### src/rtl/control_vuelo_pajarito_pkg.sv
// -----------------------------------------------------------------------------
// control_vuelo_pajarito_pkg
// Shared definitions for the bird-flight control stage:
//   - estado_t : rise/cooldown FSM state encoding
//   - *_DEF    : default values for the block parameters (25 MHz system clock)
//   - max_int  : elaboration-time helper used to size the shared FSM counter
// -----------------------------------------------------------------------------
package control_vuelo_pajarito_pkg;

  typedef enum logic [1:0] {
    IDLE         = 2'd0,
    SUBIENDO     = 2'd1,
    ENFRIAMIENTO = 2'd2
  } estado_t;

  localparam int TICK_DIV_DEF   = 625_000;  // 25 MHz / 625_000 = 40 Hz physics tick
  localparam int DEB_CYCLES_DEF = 250_000;  // 10 ms of stable input at 25 MHz
  localparam int RISE_TICKS_DEF = 3;
  localparam int COOL_TICKS_DEF = 2;

  function automatic int max_int(input int a, input int b);
    return (a > b) ? a : b;
  endfunction

endpackage

### src/rtl/control_vuelo_pajarito_if.sv
// -----------------------------------------------------------------------------
// control_vuelo_pajarito_if
// Groups the control stage's inputs (raw buttons, game_over) and its outputs
// towards the movement stage (en_time_out, en_subiendo, pausa).
//   master : the control stage (consumes buttons/game_over, drives controls)
//   slave  : the environment (drives buttons/game_over, consumes controls)
// -----------------------------------------------------------------------------
interface control_vuelo_pajarito_if;

  logic btn_salto;    // raw flap button, active high, asynchronous
  logic btn_pausa;    // raw pause button, active high, asynchronous
  logic game_over;    // synchronous level, 1 = game ended
  logic en_time_out;  // one-cycle physics tick
  logic en_subiendo;  // registered rise window
  logic pausa;        // registered pause level

  modport master (
    input  btn_salto,
    input  btn_pausa,
    input  game_over,
    output en_time_out,
    output en_subiendo,
    output pausa
  );

  modport slave (
    output btn_salto,
    output btn_pausa,
    output game_over,
    input  en_time_out,
    input  en_subiendo,
    input  pausa
  );

endinterface

### src/rtl/control_vuelo_pajarito_antirrebote.sv
// -----------------------------------------------------------------------------
// control_vuelo_pajarito_antirrebote
// Button conditioner: 2-flop synchroniser, debouncer and press-pulse generator.
// The debounced level only follows the synchronised input after DEB_CYCLES
// consecutive cycles of disagreement; any agreement restarts the count.
// Ports:
//   clk   in  system clock
//   rst   in  asynchronous reset, active low
//   btn   in  raw asynchronous button, active high
//   pulso out one-cycle registered pulse on each 0->1 of the debounced level
// -----------------------------------------------------------------------------
module control_vuelo_pajarito_antirrebote
  import control_vuelo_pajarito_pkg::*;
#(
  parameter int DEB_CYCLES = DEB_CYCLES_DEF
) (
  input  logic clk,
  input  logic rst,
  input  logic btn,
  output logic pulso
);

  localparam int             CW       = $clog2(DEB_CYCLES + 1);
  localparam logic [CW-1:0]  CNT_ZERO = {CW{1'b0}};
  localparam logic [CW-1:0]  CNT_ONE  = CW'(1);
  localparam logic [CW-1:0]  CNT_LAST = CW'(DEB_CYCLES - 1);

  logic          sync1_r;
  logic          sync2_r;
  logic [CW-1:0] estable_cnt_r;
  logic          nivel_r;
  logic          nivel_d_r;
  logic          pulso_r;

  // Two-flop synchroniser for the asynchronous button.
  always_ff @(posedge clk or negedge rst) begin
    if (!rst) begin
      sync1_r <= 1'b0;
      sync2_r <= 1'b0;
    end else begin
      sync1_r <= btn;
      sync2_r <= sync1_r;
    end
  end

  // Debouncer: count consecutive disagreement cycles, flip the level on the last one.
  always_ff @(posedge clk or negedge rst) begin
    if (!rst) begin
      estable_cnt_r <= CNT_ZERO;
      nivel_r       <= 1'b0;
    end else if (sync2_r != nivel_r) begin
      if (estable_cnt_r == CNT_LAST) begin
        estable_cnt_r <= CNT_ZERO;
        nivel_r       <= sync2_r;
      end else begin
        estable_cnt_r <= estable_cnt_r + CNT_ONE;
        nivel_r       <= nivel_r;
      end
    end else begin
      estable_cnt_r <= CNT_ZERO;
      nivel_r       <= nivel_r;
    end
  end

  // Registered rising-edge detector; releases produce nothing.
  always_ff @(posedge clk or negedge rst) begin
    if (!rst) begin
      nivel_d_r <= 1'b0;
      pulso_r   <= 1'b0;
    end else begin
      nivel_d_r <= nivel_r;
      pulso_r   <= nivel_r & ~nivel_d_r;
    end
  end

  assign pulso = pulso_r;

endmodule

### src/rtl/control_vuelo_pajarito.sv
// -----------------------------------------------------------------------------
// control_vuelo_pajarito
// Upstream control stage for the bird-movement block: physics tick divider,
// conditioned flap/pause buttons, pause toggle and the rise/cooldown FSM that
// turns each accepted flap press into a rise window of RISE_TICKS unpaused ticks.
// Ports:
//   clk  in     system clock
//   rst  in     asynchronous reset, active low
//   bus  master btn_salto/btn_pausa/game_over in; en_time_out/en_subiendo/pausa out
// -----------------------------------------------------------------------------
module control_vuelo_pajarito
  import control_vuelo_pajarito_pkg::*;
#(
  parameter int TICK_DIV   = TICK_DIV_DEF,
  parameter int DEB_CYCLES = DEB_CYCLES_DEF,
  parameter int RISE_TICKS = RISE_TICKS_DEF,
  parameter int COOL_TICKS = COOL_TICKS_DEF
) (
  input  logic                       clk,
  input  logic                       rst,
  control_vuelo_pajarito_if.master   bus
);

  // Tick divider constants
  localparam int             TW        = $clog2(TICK_DIV + 1);
  localparam logic [TW-1:0]  TICK_ZERO = {TW{1'b0}};
  localparam logic [TW-1:0]  TICK_ONE  = TW'(1);
  localparam logic [TW-1:0]  TICK_LAST = TW'(TICK_DIV - 1);
  localparam logic [TW-1:0]  TICK_PRE  = TW'(TICK_DIV - 2);

  // FSM counter is shared by the rise and cooldown phases
  localparam int             FW        = $clog2(max_int(RISE_TICKS, COOL_TICKS) + 1);
  localparam logic [FW-1:0]  FCNT_ZERO = {FW{1'b0}};
  localparam logic [FW-1:0]  FCNT_ONE  = FW'(1);
  localparam logic [FW-1:0]  RISE_LOAD = FW'(RISE_TICKS);
  localparam logic [FW-1:0]  COOL_LOAD = FW'(COOL_TICKS);
  localparam bit             SIN_ENFRIAMIENTO = (COOL_TICKS == 0);

  logic [TW-1:0] tick_cnt_r;
  logic          en_time_out_r;
  logic          salto_pulso_s;
  logic          pausa_pulso_s;
  logic          pausa_r;
  estado_t       estado_r;
  estado_t       estado_n_s;
  logic [FW-1:0] cnt_r;
  logic [FW-1:0] cnt_n_s;
  logic          tick_activo_s;
  logic          en_subiendo_r;

  control_vuelo_pajarito_antirrebote #(.DEB_CYCLES(DEB_CYCLES)) u_ar_salto (
    .clk   (clk),
    .rst   (rst),
    .btn   (bus.btn_salto),
    .pulso (salto_pulso_s)
  );

  control_vuelo_pajarito_antirrebote #(.DEB_CYCLES(DEB_CYCLES)) u_ar_pausa (
    .clk   (clk),
    .rst   (rst),
    .btn   (bus.btn_pausa),
    .pulso (pausa_pulso_s)
  );

  // Free-running tick divider; the pulse is registered one count early so it
  // is high exactly while the count sits at TICK_DIV-1.
  always_ff @(posedge clk or negedge rst) begin
    if (!rst) begin
      tick_cnt_r    <= TICK_ZERO;
      en_time_out_r <= 1'b0;
    end else begin
      if (tick_cnt_r == TICK_LAST) begin
        tick_cnt_r <= TICK_ZERO;
      end else begin
        tick_cnt_r <= tick_cnt_r + TICK_ONE;
      end
      en_time_out_r <= (tick_cnt_r == TICK_PRE);
    end
  end

  // Pause toggle; game_over forces it low and swallows presses.
  always_ff @(posedge clk or negedge rst) begin
    if (!rst) begin
      pausa_r <= 1'b0;
    end else if (bus.game_over) begin
      pausa_r <= 1'b0;
    end else if (pausa_pulso_s) begin
      pausa_r <= ~pausa_r;
    end else begin
      pausa_r <= pausa_r;
    end
  end

  // Rise/cooldown next-state logic. Only unpaused ticks advance the count, so a
  // pause freezes both state and counter.
  always_comb begin
    estado_n_s    = estado_r;
    cnt_n_s       = cnt_r;
    tick_activo_s = en_time_out_r & ~pausa_r;
    if (bus.game_over) begin
      estado_n_s = IDLE;
      cnt_n_s    = FCNT_ZERO;
    end else begin
      case (estado_r)
        IDLE: begin
          if (salto_pulso_s && !pausa_r) begin
            estado_n_s = SUBIENDO;
            cnt_n_s    = RISE_LOAD;
          end else begin
            estado_n_s = IDLE;
            cnt_n_s    = cnt_r;
          end
        end
        SUBIENDO: begin
          if (tick_activo_s) begin
            if (cnt_r == FCNT_ONE) begin
              if (SIN_ENFRIAMIENTO) begin
                estado_n_s = IDLE;
                cnt_n_s    = FCNT_ZERO;
              end else begin
                estado_n_s = ENFRIAMIENTO;
                cnt_n_s    = COOL_LOAD;
              end
            end else begin
              estado_n_s = SUBIENDO;
              cnt_n_s    = cnt_r - FCNT_ONE;
            end
          end else begin
            estado_n_s = SUBIENDO;
            cnt_n_s    = cnt_r;
          end
        end
        ENFRIAMIENTO: begin
          if (tick_activo_s) begin
            if (cnt_r == FCNT_ONE) begin
              estado_n_s = IDLE;
              cnt_n_s    = FCNT_ZERO;
            end else begin
              estado_n_s = ENFRIAMIENTO;
              cnt_n_s    = cnt_r - FCNT_ONE;
            end
          end else begin
            estado_n_s = ENFRIAMIENTO;
            cnt_n_s    = cnt_r;
          end
        end
        default: begin
          estado_n_s = IDLE;
          cnt_n_s    = FCNT_ZERO;
        end
      endcase
    end
  end

  // FSM state register; en_subiendo is registered from the next state.
  always_ff @(posedge clk or negedge rst) begin
    if (!rst) begin
      estado_r      <= IDLE;
      cnt_r         <= FCNT_ZERO;
      en_subiendo_r <= 1'b0;
    end else begin
      estado_r      <= estado_n_s;
      cnt_r         <= cnt_n_s;
      en_subiendo_r <= (estado_n_s == SUBIENDO);
    end
  end

  assign bus.en_time_out = en_time_out_r;
  assign bus.en_subiendo = en_subiendo_r;
  assign bus.pausa       = pausa_r;

endmodule

### src/flat_wrapper.sv
// flat-port wrapper written by rule: the top's interface ports become plain ports
module control_vuelo_pajarito_flat import control_vuelo_pajarito_pkg::*;
#(
  parameter int TICK_DIV   = TICK_DIV_DEF,
  parameter int DEB_CYCLES = DEB_CYCLES_DEF,
  parameter int RISE_TICKS = RISE_TICKS_DEF,
  parameter int COOL_TICKS = COOL_TICKS_DEF
)
  (clk, rst, bus_btn_salto, bus_btn_pausa, bus_game_over, bus_en_time_out, bus_en_subiendo, bus_pausa);
  control_vuelo_pajarito_if bus_i ();
  input  logic clk;
  input  logic rst;
  input wire logic [$bits(bus_i.btn_salto)-1:0] bus_btn_salto;
  input wire logic [$bits(bus_i.btn_pausa)-1:0] bus_btn_pausa;
  input wire logic [$bits(bus_i.game_over)-1:0] bus_game_over;
  output wire logic [$bits(bus_i.en_time_out)-1:0] bus_en_time_out;
  output wire logic [$bits(bus_i.en_subiendo)-1:0] bus_en_subiendo;
  output wire logic [$bits(bus_i.pausa)-1:0] bus_pausa;
  assign bus_i.btn_salto = bus_btn_salto;
  assign bus_i.btn_pausa = bus_btn_pausa;
  assign bus_i.game_over = bus_game_over;
  assign bus_en_time_out = bus_i.en_time_out;
  assign bus_en_subiendo = bus_i.en_subiendo;
  assign bus_pausa = bus_i.pausa;
  control_vuelo_pajarito #(.TICK_DIV(TICK_DIV), .DEB_CYCLES(DEB_CYCLES), .RISE_TICKS(RISE_TICKS), .COOL_TICKS(COOL_TICKS)) u_core (.clk(clk), .rst(rst), .bus(bus_i));
endmodule
### config.mk
export PLATFORM = sky130hd
export DESIGN_NAME = control_vuelo_pajarito_flat
export DESIGN_NICKNAME = d
export VERILOG_FILES = /design/src/rtl/control_vuelo_pajarito_pkg.sv /design/src/rtl/control_vuelo_pajarito_if.sv /design/src/rtl/control_vuelo_pajarito_antirrebote.sv /design/src/rtl/control_vuelo_pajarito.sv /design/src/flat_wrapper.sv
export SDC_FILE = /design/constraint.sdc
export NUM_CORES = 1
export LEC_CHECK = 0
export BUFFER_PORTS_ARGS = -buffer_cell sky130_fd_sc_hd__clkbuf_2
export CAP_MARGIN = 5
export CELL_PAD_IN_SITES_DETAIL_PLACEMENT = 0
export CELL_PAD_IN_SITES_GLOBAL_PLACEMENT = 2
export CORE_MARGIN = 5
export CORE_UTILIZATION = 41
export CTS_CLUSTER_DIAMETER = 50
export DETAILED_ROUTE_END_ITERATION = 8
export PLACE_DENSITY_LB_ADDON = 0.2
export SLEW_MARGIN = 20
export SYNTH_ARGS = -nofsm -noshare
export SYNTH_HDL_FRONTEND = slang
export SYNTH_HIERARCHICAL = 1
export SYNTH_SLANG_ARGS = --single-unit
### constraint.sdc
create_clock -name clk -period 2.4 [get_ports clk]
set_input_delay 0.12 -clock clk [delete_from_list [all_inputs] [get_ports clk]]
set_output_delay 0.12 -clock clk [all_outputs]
set_load 0.01 [all_outputs]
==> metrics.md, run 1 <==
| Metric | Value |
|---|---|
| Number of synthesized flops with an enable pin | `0` |
| Chip Width | `103 µm` |
| # H-tree levels | `3` |
| Routed wire per std cell | `13.9 µm` |
| Gate count after technology mapping | `roughly 330` |
| Required time of the critical path | `2.66 ns` |
| Power Density | `~610 nW/µm²` |
| Yosys top cell by area | `dfrtp_1` |
| Worst Skew | `0.0112 ns` |
| Reg clk slew, reported paths | `roughly 0.08 ns` |
| Slowest Stage Delay on Critical Path | `0.50 ns` |
| ANT cells | `0` |
| Slew @ Worst Pin | `0.925 ns` |
| Grt total ovfl | `0` |
| Die area | `10,500 µm²` |
| Final period util | `85.2%` |
| Sinks on Clock Net | `73` |
| CTS Root Cell | `clkbuf_8` |
| YS warnings | `6` |
| Row cnt | `33` |
| Worst Hold Depth | `2` |
| 1st-pass router iterations | `4` |
| Syn nets | `around 350` |
| DP HPWL | `4270 µm` |
| Worst Hold Class | `primary input to flop` |
| R2r worst-path depth | `5` |
| # IOs | `8` |
| Leak | `approximately 0.0017 µW` |
| Crit Path Category | `flop to flop` |
| CP Max Fanout | `5` |
| FF+latch count, synth | `73` |
| Core Area | `between 8000 and 9000 µm²` |
| Remaining routing DRC violations | `0` |
| Nets | `366` |
| Initial Util | `42.3%` |
| Max IR drop VDD | `between 0.0002 and 0.0003 V` |
| Critical Path Stages | `5` |
| Startpoint types | `flop` |
| First-pass GRT wire length | `~11,000 µm` |
| CTS Buf Count | `9` |
| Critical path's slowest cell | `or4b_1` |
| CP top delay family | `simple AND/OR/NAND/NOR gates` |
| Overall power | `2380 µW` |
| RSZ-0062 raised after global routing | `false` |
| Post_cts resized | `0` |
| Layout Utilization | `47.2%` |
| Syn_area_per_cell | `10.5 µm²` |
| Setup TNS | `0 ns` |
| Max_slew headroom | `38.4%` |
| Pin count of the biggest net entering global routing | `74` |
| Cell variety after synth | `38` |
| Async S/R FF share, synth | `100%` |
| DRT antenna net count | `0` |
| Setup Viol. Count Final | `0` |
| Dominant cells by area after synthesis | `dfrtp_1, xor2_1, nor2_1` |
| Crit-path cells | `ha_1 -> and4_1 -> or4b_1 -> or3_1 -> a21oi_1` |
| Synthesized cell area | `around 3500 µm²` |
| GP Congestion | `0.731` |
| Post-synthesis sequential area ratio | `between 50% and 60%` |
| Post-synth top area share | `~52%` |
| Layout cells sized above 1 | `10.9%` |
| Total of fill cells in the finished design | `801` |
| Status | `finished clean` |
| Global-route usage over all layers | `13.7%` |
| Critical path buffers and inverters | `0` |
| Final Slew Violations | `0` |
| Vias in the first global route | `about 2,400` |
| Area Overhead vs Synth | `11.6%` |
| Initial antenna violation count | `0` |
| CTS Buffer Depth | `2` |
| Via-to-Cell Ratio | `around 5.3` |
| CTS tree | `built` |
| Final min period | `2.05 ns` |
| Post-synth top flop | `dfrtp_1` |
| Crit. End Element | `flop` |
| Crit path arrival time | `2.31 ns` |
| Via count | `2,460` |
| Detailed Route WL | `about 6400 µm` |
| Worst-skew pair later-pin latency | `0.34 ns` |
| First DRT Iteration DRCs | `87` |
| Fmax | `0.489 GHz` |
| Hold Vio Cnt, Final | `0` |
| Number of max-cap violations | `0` |
| # port buffers | `7` |
| Die height | `between 100 and 150 µm` |
==> final cells by class <==
class,instances,area (µm²),share of cell area (%)
clock inverters,3,65.1,1.66
multi-input cells,245,1600,40.8
repair buffers,16,113,2.87
clock buffers,12,145,3.70
well taps,105,131,3.35
inverters,10,37.5,0.958
flip-flops and latches,73,1830,46.6
==> kinds of logic after synthesis <==
group                      share of synthesized area, %
AOI/OAI and AO/OA                                  8.02
xor gates and xnor gates                           9.48
adders and majority gates                          2.42
buffers and inverters                              2.39
DFF                                                52.0
muxes                                              1.60
and+or+nand+nor                                    24.1
==> layout by cell type, fill, tap and decap left out, drive strengths merged, types with 6 or more instances in the layout <==
master	Yosys	routed
dfrtp	73	73
a21oi	19	19
o31ai	9	9
and4	9	9
nand4	7	7
xnor2	11	11
nand3	24	24
nor2	42	42
inv	10	10
clkbuf	3	18
xor2	27	27
nand2	26	26
ha	6	6
buf	3	7
or4	11	11
o21ai	6	6
or3	6	6
==> repair_timing <==
item / in CTS / in global routing
endpoints found under the hold margin: 75 / 0
setup endpoints to repair: 0 / 0
hold buffers: 3 / 0
buffers inserted: 0 / 0
==> registers in the layout (all words and copies together), names as in the netlist, 2 cells and up <==
register	count
u_core/u_ar_salto/estable_cnt_r	18
u_core/tick_cnt_r	20
u_core/estado_r	2
u_core/cnt_r	2
u_core/u_ar_pausa/estable_cnt_r	18
==> per-stage QoR <==
step                instance area [µm²]  setup slack (ns)  std cells  hold slack, ns
CTS                                3920             0.345        464         0.00788
global route                       3920             0.215        464          0.0355
floorplan                          3510             0.517        334          -0.176
detailed placement                 3680             0.373        446           0.230
finish                             3920             0.354        464          0.0282
global placement                   3680             0.413        446           0.229
==> synth_stat cells (2+ instances only) <==
| library cell | instances |
|---|---|
| or4_1 | 11 |
| buf_6 | 2 |
| nand4_1 | 6 |
| o21ai_0 | 6 |
| ha_1 | 6 |
| xnor2_1 | 11 |
| and4_2 | 2 |
| clkbuf_4 | 2 |
| mux2_2 | 5 |
| and4_1 | 7 |
| nor4b_2 | 2 |
| nand3b_1 | 2 |
| o31ai_1 | 9 |
| nor2_1 | 42 |
| nor4b_1 | 3 |
| and3_1 | 5 |
| nand2_1 | 26 |
| dfrtp_1 | 73 |
| xor2_1 | 27 |
| nor3_1 | 4 |
| or3_1 | 6 |
| inv_1 | 10 |
| o41ai_4 | 2 |
| a21oi_1 | 19 |
| and2_1 | 4 |
| nand3_1 | 24 |
| nor4_1 | 5 |
| nor2b_1 | 2 |
| a2111oi_0 | 2 |
==> final timing paths <==
path / startpoint / end / slack, ns
worst min-delay path: bus_game_over / u_core/estado_r[1]$_DFF_PN0_ / 0.03
worst max register to register: u_core/tick_cnt_r[0]$_DFF_PN0_ / u_core/tick_cnt_r[16]$_DFF_PN0_ / 0.35
min in group asynchronous: rst / u_core/tick_cnt_r[14]$_DFF_PN0_ / 0.45
worst min register to register: u_core/u_ar_pausa/sync1_r$_DFF_PN0_ / u_core/u_ar_pausa/sync2_r$_DFF_PN0_ / 0.36
max in group asynchronous: rst / u_core/tick_cnt_r[11]$_DFF_PN0_ / 1.34
worst max-delay path: u_core/tick_cnt_r[0]$_DFF_PN0_ / u_core/tick_cnt_r[16]$_DFF_PN0_ / 0.35
==> report_power, final <==
part	switching, µW	total, µW	internal (µW)
Clock	434	1040	608
Sequential	12.3	1260	1240
Combinational	49.2	77.1	27.9
Total	496	2380	1880
==> per-layer routing <==
metal  track usage (%)  part of all wire, %
met5                 0                    0
met4              6.66                  1.3
met3              2.64                  2.9
met2              20.1                   44
met1              19.3                   52
Note: power is estimated with default switching activity, not from simulation.
==> run 2, diff against run 1 <==
CELL_PAD_IN_SITES_DETAIL_PLACEMENT = 2   (was 0)
CORE_MARGIN = unset   (was 5)
==> metrics.md, run 2 (synthesis results as in run 1) <==
| Metric | Value |
|---|---|
| CTS Buffer Depth | `2 (unchanged)` |
| Number of max-cap violations | `0 (unchanged)` |
| GR peak layer | `met2 (unchanged)` |
| RR Startpoint | `u_core/tick_cnt_r[1]$_DFF_PN0_ (was u_core/tick_cnt_r[0]$_DFF_PN0_)` |
| Die area | `8940 µm² (was 10,500 µm²)` |
| Hold slack | `0.0263 ns (was 0.0282 ns)` |
| Top Registers | `u_core/tick_cnt_r x20, u_core/u_ar_pausa/estable_cnt_r x18, u_core/u_ar_salto/estable_cnt_r x18 (unchanged)` |
| Top reg by flops | `u_core/tick_cnt_r (unchanged)` |
| # port buffers | `7 (unchanged)` |
| Core Area | `8260 µm² (was 8300 µm²)` |
| Routed wire per std cell | `17.6 µm (was 13.9 µm)` |
| Final Slew Violations | `0 (unchanged)` |
| Area Overhead vs Synth | `11.0% (was 11.6%)` |
| CP Max Fanout | `4 (was 5)` |
| Area of the multi-input gates | `1600 µm² (unchanged)` |
| Post-Layout Cell Count | `464 (unchanged)` |
| Via-to-Cell Ratio | `5.60 (was 5.30)` |
| Worst Hold Depth | `2 (unchanged)` |
| ANT cells | `0 (unchanged)` |
| GR Util met3 | `4.35% (was 2.64%)` |
| # H-tree levels | `3 (unchanged)` |
| Hold endpoint | `u_core/estado_r[1]$_DFF_PN0_ (unchanged)` |
| Most common cell after layout, fill and taps aside | `dfrtp_1 (unchanged)` |
| Fmax | `0.484 GHz (was 0.489 GHz)` |
| DP HPWL | `5540 µm (was 4270 µm)` |
| Layout cells sized above 1 | `11.4% (was 10.9%)` |
| GP Congestion | `0.750 (was 0.731)` |
| 1st-pass router iterations | `4 (unchanged)` |
| First DRT Iteration DRCs | `74 (was 87)` |
| Row cnt | `33 (unchanged)` |
| Final period util | `86.0% (was 85.2%)` |
| Vias in the first global route | `2,791 (was 2,425)` |
| Worst r2r dst | `u_core/tick_cnt_r[16]$_DFF_PN0_ (unchanged)` |
| Commonest non-fill, non-tap cells in the layout | `dfrtp_1, nor2_1, xor2_1 (unchanged)` |
| Remaining routing DRC violations | `0 (unchanged)` |
| Status | `finished clean (unchanged)` |
| CTS Root Cell | `clkbuf_8 (unchanged)` |
| CP startpoint | `u_core/tick_cnt_r[1]$_DFF_PN0_ (was u_core/tick_cnt_r[0]$_DFF_PN0_)` |
| Post-CTS Setup Bufs | `0 (unchanged)` |
| Worst-skew pair later-pin latency | `0.35 ns (was 0.34 ns)` |
| Nets | `365 (was 366)` |
| Via count | `2,597 (was 2,460)` |
| Slew @ Worst Pin | `0.926 ns (was 0.925 ns)` |
| CTS Buf Count | `9 (unchanged)` |
| Chip Width | `94.5 µm (was 103 µm)` |
| RSZ-0062 raised after global routing | `false (unchanged)` |
| Crit Path Category | `flop to flop (unchanged)` |
| Worst Hold Class | `primary input to flop (unchanged)` |
| Max IR drop VDD | `0.000290 V (was 0.000267 V)` |
| Worst Skew | `0.00792 ns (was 0.0112 ns)` |
| Required time of the critical path | `2.67 ns (was 2.66 ns)` |
| First-pass GRT wire length | `14,000 µm (was 11,300 µm)` |
| CTS tree | `built (unchanged)` |
| Total of fill cells in the finished design | `891 (was 801)` |
| GR Util met1 | `26.0% (was 19.3%)` |
| Detailed Route WL | `8160 µm (was 6430 µm)` |
| R2r worst-path depth | `5 (unchanged)` |
| Power Density | `588 nW/µm² (was 606 nW/µm²)` |
| Initial Util | `42.5% (was 42.3%)` |
| Leak | `0.00171 µW (was 0.00173 µW)` |
| DRT antenna net count | `0 (unchanged)` |
| Pin count of the biggest net entering global routing | `74 (unchanged)` |
| Placed cell count | `445 (was 446)` |
| GR Util met2 | `34.5% (was 20.1%)` |
| Post_cts resized | `0 (unchanged)` |
| Startpoint types | `flop (unchanged)` |
| Storage cell area | `1830 µm² (unchanged)` |
| Max reg flops | `20 (unchanged)` |
| # IOs | `8 (unchanged)` |
| Sinks on Clock Net | `73 (unchanged)` |
| Grt total ovfl | `0 (unchanged)` |
| Global-route usage over all layers | `20.5% (was 13.7%)` |
| Hold Startpoint | `bus_game_over (unchanged)` |
| Initial antenna violation count | `0 (unchanged)` |
| Hold Vio Cnt, Final | `0 (unchanged)` |
| Layout Utilization | `47.2% (about the same)` |
| Max_slew headroom | `38.2% (was 38.4%)` |
| Reg2Reg Setup Slack | `0.33 ns (was 0.35 ns)` |
| Reg clk slew, reported paths | `0.08 ns (about the same)` |
| PnR worst setup slack | `0.335 ns (was 0.354 ns)` |
| Crit path arrival time | `2.34 ns (was 2.31 ns)` |
| Crit. End Element | `flop (unchanged)` |
| Setup Viol. Count Final | `0 (unchanged)` |
| Final min period | `2.07 ns (was 2.05 ns)` |
| Setup TNS | `0 ns (unchanged)` |
| Post-place setup slack | `0.354 ns (was 0.373 ns)` |
| Die height | `94.5 µm (was 103 µm)` |
==> run 2: cell types whose count changed in the layout (fill, tap and decap cells not counted) <==
cell	delta
buf_4	-1
clkbuf_1	-2
clkbuf_8	-1
clkinv_4	+1
clkinv_2	+1
bufinv_16	-1
clkinvlp_4	+3
==> run 2: per-stage QoR <==
step / cell area, µm² / power, µW
floorplan: 3510 / 1320
global placement: 3670 / 1360
detailed placement: 3670 / 1360
CTS: 3900 / 2330
global route: 3900 / 2400
finish: 3900 / 2290
==> run 2: report_power, final <==
part	total (µW)	internal, µW	switching, µW	leakage [µW]
sequential	1260	1240	14.1	0.000987
clock	953	477	476	0.0000912
combinational	79.0	27.4	51.6	0.000631
total	2290	1750	542	0.00171
==> run 2: per-layer routing <==
| layer | vias up | wire length [µm] |
|---|---|---|
| met5 | - | 0 |
| met4 | 0 | 116 |
| met3 | 10 | 156 |
| met2 | 19 | 4080 |
| met1 | 1340 | 3800 |
| li1 | 1228 | - |
==> run 2: layout make-up <==
cell class	count	area share, %
sequential	73	46.9
inverter	10	0.963
multi-input combinational	245	41.1
timing repair buffer	15	2.70
clock buffer	9	3.18
tap	105	3.37
clock inverter	7	1.83
==> run 2: how the worst max path moves through the flow <==
stage                                                  to  cells after the start
final                     u_core/tick_cnt_r[16]$_DFF_PN0_                      5
after global routing      u_core/tick_cnt_r[16]$_DFF_PN0_                      5
after CTS                 u_core/tick_cnt_r[16]$_DFF_PN0_                      5
after detailed placement  u_core/tick_cnt_r[16]$_DFF_PN0_                      5
after global placement    u_core/tick_cnt_r[16]$_DFF_PN0_                      5
after floorplan           u_core/tick_cnt_r[16]$_DFF_PN0_                      5
==> run 2: what timing repair did <==
item | CTS | global route
endpoints found under the hold margin | 75 | 0
hold buffers | 3 | 0
endpoints found under the setup margin | 0 | 0
==> run 2: critical path: stages (launching register included) <==
cell     delay, ns
dfrtp_1       0.42
ha_1          0.25
and4_1        0.29
or4b_1        0.52
or3_1         0.37
a21oi_1       0.15
